$ cat config.mk
export PLATFORM = sky130hd
export DESIGN_NAME = pcie_tlp_tx_engine
export DESIGN_NICKNAME = d
export VERILOG_FILES = /design/src/rtl/pcie_tlp_tx_engine.sv
export SDC_FILE = /design/constraint.sdc
export NUM_CORES = 2
export LEC_CHECK = 0
export CAP_MARGIN = 0
export CORE_UTILIZATION = 55
export DETAILED_ROUTE_END_ITERATION = 8
export PLACE_DENSITY = 0.75
export SLEW_MARGIN = 30
export SYNTH_ARGS = -nofsm -noshare
export SYNTH_HDL_FRONTEND = slang
export SYNTH_SLANG_ARGS = --single-unit
$ cat constraint.sdc
create_clock -name clk -period 29.1 [get_ports clk]
set_input_delay 5.82 -clock clk [delete_from_list [all_inputs] [get_ports clk]]
set_output_delay 5.82 -clock clk [all_outputs]
set_load 0.05 [all_outputs]
$ cat src/rtl/pcie_tlp_tx_engine.sv
// Store-and-forward TLP transmit engine: header and payload queues feeding a
// framed tx beat bus with ready/valid backpressure.
module pcie_tlp_tx_engine #(
    parameter int DATA_WIDTH       = 256,
    parameter int TLP_HEADER_WIDTH = 128,
    parameter int LEN_WIDTH        = 4,
    parameter int HDR_DEPTH        = 4,
    parameter int DATA_DEPTH       = 8
) (
    input  logic                        clk,
    input  logic                        rst,
    input  logic                        hdr_valid,
    output logic                        hdr_ready,
    input  logic [TLP_HEADER_WIDTH-1:0] hdr_in,
    input  logic [LEN_WIDTH-1:0]        hdr_len,
    input  logic                        dat_valid,
    output logic                        dat_ready,
    input  logic [DATA_WIDTH-1:0]       dat_in,
    output logic                        tx_valid,
    output logic [TLP_HEADER_WIDTH-1:0] tx_header,
    output logic [DATA_WIDTH-1:0]       tx_data,
    output logic                        tx_sop,
    output logic                        tx_eop,
    input  logic                        tx_ready,
    output logic [15:0]                 pkt_sent,
    output logic                        err_oversize
);

    // state | meaning
    // IDLE  | bus idle, waiting for an eligible head header
    // SEND  | a TLP beat is presented on the tx bus
    localparam logic [0:0] S_IDLE = 1'b0;
    localparam logic [0:0] S_SEND = 1'b1;

    localparam int HA = $clog2(HDR_DEPTH);
    localparam int DA = $clog2(DATA_DEPTH);
    localparam logic [HA:0] HDR_FULL = (HA+1)'(HDR_DEPTH);
    localparam logic [DA:0] DAT_FULL = (DA+1)'(DATA_DEPTH);

    logic [TLP_HEADER_WIDTH-1:0] hdr_mem [HDR_DEPTH];
    logic [LEN_WIDTH-1:0]        len_mem [HDR_DEPTH];
    logic [DATA_WIDTH-1:0]       dat_mem [DATA_DEPTH];

    logic [HA-1:0]        hdr_wp, hdr_rp;
    logic [HA:0]          hdr_cnt;
    logic [DA-1:0]        dat_wp, dat_rp;
    logic [DA:0]          dat_cnt;
    logic [0:0]           state;
    logic [LEN_WIDTH-1:0] beats_left;

    logic [LEN_WIDTH-1:0]        head_len;
    logic [TLP_HEADER_WIDTH-1:0] head_hdr;
    logic hdr_push, dat_push, hdr_pop, dat_pop;
    logic head_oversize, head_elig, accept, start, drop, cont, finish;

    assign hdr_ready = (hdr_cnt != HDR_FULL);
    assign dat_ready = (dat_cnt != DAT_FULL);
    assign hdr_push  = hdr_valid & hdr_ready;
    assign dat_push  = dat_valid & dat_ready;

    assign head_len      = len_mem[hdr_rp];
    assign head_hdr      = hdr_mem[hdr_rp];
    assign head_oversize = (hdr_cnt != '0) && (int'(head_len) > DATA_DEPTH);
    assign head_elig     = (hdr_cnt != '0) && !head_oversize
                           && (int'(dat_cnt) >= int'(head_len));

    assign accept = tx_valid & tx_ready;
    assign finish = (state == S_SEND) && accept && tx_eop;
    assign cont   = (state == S_SEND) && accept && !tx_eop;
    // A finishing beat may chain straight into the next TLP's sop beat.
    assign start  = ((state == S_IDLE) || finish) && head_elig;
    assign drop   = (state == S_IDLE) && head_oversize;

    assign hdr_pop = start | drop;
    assign dat_pop = (start && (head_len != '0)) || cont;

    always_ff @(posedge clk) begin
        if (hdr_push) begin
            hdr_mem[hdr_wp] <= hdr_in;
            len_mem[hdr_wp] <= hdr_len;
        end
        if (dat_push) begin
            dat_mem[dat_wp] <= dat_in;
        end
    end

    always_ff @(posedge clk or posedge rst) begin
        if (rst) begin
            hdr_wp  <= '0;
            hdr_rp  <= '0;
            hdr_cnt <= '0;
            dat_wp  <= '0;
            dat_rp  <= '0;
            dat_cnt <= '0;
        end else begin
            if (hdr_push) hdr_wp <= hdr_wp + 1'b1;
            if (hdr_pop)  hdr_rp <= hdr_rp + 1'b1;
            if (hdr_push && !hdr_pop)      hdr_cnt <= hdr_cnt + 1'b1;
            else if (!hdr_push && hdr_pop) hdr_cnt <= hdr_cnt - 1'b1;
            if (dat_push) dat_wp <= dat_wp + 1'b1;
            if (dat_pop)  dat_rp <= dat_rp + 1'b1;
            if (dat_push && !dat_pop)      dat_cnt <= dat_cnt + 1'b1;
            else if (!dat_push && dat_pop) dat_cnt <= dat_cnt - 1'b1;
        end
    end

    always_ff @(posedge clk or posedge rst) begin
        if (rst) begin
            state        <= S_IDLE;
            tx_valid     <= 1'b0;
            tx_sop       <= 1'b0;
            tx_eop       <= 1'b0;
            tx_header    <= '0;
            tx_data      <= '0;
            beats_left   <= '0;
            pkt_sent     <= '0;
            err_oversize <= 1'b0;
        end else begin
            if (finish) pkt_sent <= pkt_sent + 1'b1;
            if (drop)   err_oversize <= 1'b1;

            if (start) begin
                state      <= S_SEND;
                tx_valid   <= 1'b1;
                tx_sop     <= 1'b1;
                tx_header  <= head_hdr;
                tx_data    <= (head_len == '0) ? '0 : dat_mem[dat_rp];
                tx_eop     <= (head_len <= LEN_WIDTH'(1));
                beats_left <= (head_len == '0) ? '0 : head_len - 1'b1;
            end else if (cont) begin
                tx_data    <= dat_mem[dat_rp];
                tx_sop     <= 1'b0;
                tx_eop     <= (beats_left == LEN_WIDTH'(1));
                beats_left <= beats_left - 1'b1;
            end else if (finish) begin
                state    <= S_IDLE;
                tx_valid <= 1'b0;
                tx_sop   <= 1'b0;
                tx_eop   <= 1'b0;
            end
        end
    end

endmodule

==> implementation parameters <==
Parameter                              Value

Setup path
  Biggest cell delay along the critical path ... 790 ps
  Reg-to-reg critical path startpoint ... hdr_rp[1]
  Crit path cell chain ... clkdlybuf4s50_1 -> nand2_1 -> nor2_2 -> a41oi_4 -> buf_4 -> buf_4 -> buf_4 -> buf_4 -> nand2_1 -> o31ai_2
  Critical Path Sink Type ... register
  Worst Path Class, Setup ... in2reg
  Worst path arrival time ... 10,620 ps
  Worst Path Max Fanout ... 65
  Endpoint of the worst-slack reg-to-reg timing path ... tx_data[147]
  Req. time, crit path ... about 30,000 ps
  Worst path top cell family by delay ... buffers and inverters
  Cell at the slowest stage of the critical path ... buf_4
  Setup slack, reg-to-reg ... 22,390 ps
  Number of cells on the worst reg-to-reg path ... 13
  Worst path buffer plus inverter count ... 5
  Type of origin of the critical path ... input port
  Cell seen most often among critical-path stages ... buf_4

CTS
  Clock slew at the register clock pins of the worst setup and hold paths ... 60 ps
  Clock Latency Late Sink ... 940 ps
  Gates resized, CTS repair ... 0
  Number of buffers inserted by post-CTS setup repair ... 0
  Hold buffers post-CTS ... 0
  Clock Tree Root ... clkbuf_16
  Count of clock tree sinks ... 3,001
  CTS Buf Count ... around 310
  CTS tree ... yes
  H-tree lvl count ... 5
  Clock buffer depth ... 4

Outcome
  Result of the run ... finished, final reports clean

Timing
  Transition at the pin with the smallest max-transition slack ... 1259 ps
  Achievable Freq ... 0.1018 GHz
  Final number of setup-violating endpoints ... 0
  Smallest setup slack after layout ... 19,280 ps
  Number of hold-slack violations in the final timing report ... 0
  Total negative setup slack ... 0 ps
  Worst slew slack as a fraction of its limit ... about 16%
  Share of the clock period used by the worst path after layout ... 33.76%
  Max-slew violation total from the final report ... 0
  RSZ-0062 raised after global routing ... no
  Clock period minus final worst setup slack ... 9825 ps
  Post-Route Skew ... between 70 and 80 ps

Logic synthesis
  Distinct cells, synth ... 46
  Biggest area consumer among synthesized cells ... edfxtp_1
  Fraction of registers with async set or reset after synthesis ... between 10% and 20%
  Count of flip-flops with a built-in enable after synthesis ... 2,576
  Post-Synthesis Cells ... 5,277
  Post-synth top area share ... 68.25%
  Synth area leaders ... edfxtp_1, mux4_2, dfrtp_1
  Yosys warning total ... 0
  Mean cell area of the mapped netlist ... 21.48 sq um
  Most common cell in the synthesized netlist ... edfxtp_1
  Flop and latch count out of synthesis ... 3,001
  Sequential fraction of the synthesis area ... 77.64%
  Synthesized cell area ... 113,300 sq um
  Synth Flop Type ... edfxtp_1
  Commonest cells in the netlist ... edfxtp_1, nand2_1, mux4_2
  Synthesized net count ... 5,691

Global route
  Grt ovf ... 0
  Busiest metal layer after global routing ... met2
  Met1 routing resource usage after global routing ... 31.60%
  Antenna violations before repair ... 80
  Number of global-route vias before repair ... 57,482
  Met3 layer usage reported by global route ... 5.596%
  First-pass GRT wire length ... 377.6 mm
  Total global-route track usage ... 24.61%
  Met2 usage in global routing ... 40.29%
  Largest net degree at the start of global routing ... 155

Place
  Worst slack after detailed placement ... 18,420 ps
  I/O Buffers ... 798
  Final GP Congestion ... 0.7859
  Placed instance area ... around 120,000 sq um
  Detailed Place HPWL ... 143.0 mm

Detailed routing
  Wire per inst ... between 20 and 30 microns
  Total wirelength of the detailed-routed design ... between 200 and 300 mm
  First-pass iteration count of the detailed router ... 6
  Antenna Nets Post-Route ... 0
  Via density ... 5.988
  Total number of vias ... 54,864
  Iter 0 DRT Violations ... around 5,000
  Remaining design rule violation count ... 0

Power and ir drop
  P_sw ... between 5 and 6 mW
  Internal Pwr Total ... between 10 and 15 mW
  Overall power of the completed layout ... ~15 mW
  Power density normalized to cell area ... 113.2 nW/um^2
  Comb pwr share ... 35.0%
  Sw frac ... 34.37%
  Lkg Pwr ... 45.78 nW
  Part of the total power dissipated in the clock network ... between 20% and 30%
  Sequential cell fraction of total power ... 39.1%
  Max IR drop VDD ... ~0.18 mV

Die
  Die height ... 455.9 microns
  Area of the core ... between 200,000 and 250,000 sq um
  Row Count ... 166
  Horizontal die dimension ... 455.9 microns
  Die footprint ... 207,900 sq um
  Top-Level Pins ... 799
  Effective utilization at floorplan ... 55.34%

Min path
  Worst min path class ... reg2reg
  Depth of the worst hold-timing path ... 2
  WHS Endpoint ... tx_header[52]
  Start point of the worst min-delay path ... tx_header[52]

Cells and area
  Layout area overhead ... 18.81%
  Number of nets in the layout ... 6,614
  Fraction of layout cells with a size suffix above 1 ... 22.19%
  Area of all placed cells without fillers ... around 130,000 sq um

Job
  Max Cap Violations ... 0
-- worst max-delay path by stage --
stage	from	cells after the start	endpoint	slack, ps
3_5_place_dp	tx_ready	10	tx_data[147]	18420
6_report	tx_ready	10	tx_data[147]	19280
4_1_cts	tx_ready	10	tx_data[147]	19360
5_1_grt	tx_ready	10	tx_data[147]	19060
3_3_place_gp	tx_ready	10	tx_data[149]	18480
2_1_floorplan	dat_valid	4	dat_mem[4][0]	4490
-- registers in the layout, summed over array words and instances, names as in the netlist --
| name | flops |
|---|---|
| dat_cnt | 4 |
| hdr_mem | 512 |
| err_oversize | 1 |
| tx_eop | 1 |
| dat_mem | 2048 |
| tx_header | 128 |
| len_mem | 16 |
| state | 1 |
| tx_sop | 1 |
| hdr_wp | 2 |
| hdr_cnt | 3 |
| dat_rp | 3 |
| pkt_sent | 16 |
| dat_wp | 3 |
| hdr_rp | 2 |
| beats_left | 4 |
| tx_data | 256 |
-- metal layers --
metal	share of wire, %	routed length, microns	up-vias
li1	-	-	23277
met1	38	97050	28998
met2	51	129400	2009
met3	7.0	17760	526
met4	4.1	10330	54
met5	0.14	359	-
-- logic make-up after synthesis --
logic type      count (synthesis)  share of synthesized area [%]
flops                        3001                          77.64
buf+inv                       303                          1.473
compound gates                282                          2.742
mux                           908                          15.13
xor+xnor                       32                         0.2473
simple gates                  730                          2.526
fa+ha+maj                      21                         0.2451
-- tightest hold or removal path: stages (launching register included) --
cell and delay, ps:
dfrtp_1 340, nand2_1 50, nand2_1 50
-- stage by stage --
step,cells,util (%),hold slack (ps)
after floorplan,5277,-,461.3
after detailed placement,8563,60.64,461.4
after global routing,9158,65.75,498.4
final,9162,65.75,471.0
after global placement,8555,60.53,457.8
after CTS,9110,65.58,476.7
-- power by group through the flow --
| stage | clock, mW | sequential [mW] | combinational [mW] |
|---|---|---|---|
| global placement | 0 | 6.04 | 5.22 |
| detailed placement | 0 | 6.06 | 5.34 |
| CTS | 4.00 | 5.99 | 5.37 |
| finish | 3.94 | 5.97 | 5.34 |
| floorplan | 0 | 7.01 | 2.97 |
| global route | 4.16 | 6.03 | 5.67 |
-- area by class of cell --
class                      instances  area (sq um)
fill                           12998         70140
inverter                          15         63.81
sequential                      3001         88010
multi-input combinational       1973         23770
antenna                           43         107.6
clock inverter                   144          1538
clock buffer                     403          8571
tap                             2688          3363
timing repair buffer             895          9231
-- placed cells by master (no fill, tap or decap), drive strengths merged, types with 32 or more instances in the layout --
cell type | Yosys | final
edfxtp | 2576 | 2576
clkdlybuf4s50 | 0 | 798
nand2 | 670 | 670
mux4 | 643 | 643
dfrtp | 425 | 425
clkbuf | 136 | 403
mux2i | 257 | 257
o31ai | 257 | 257
buf | 152 | 97
clkinv | 0 | 93
diode | 0 | 43
bufinv | 0 | 32
Power figures use the tool's default switching activity.
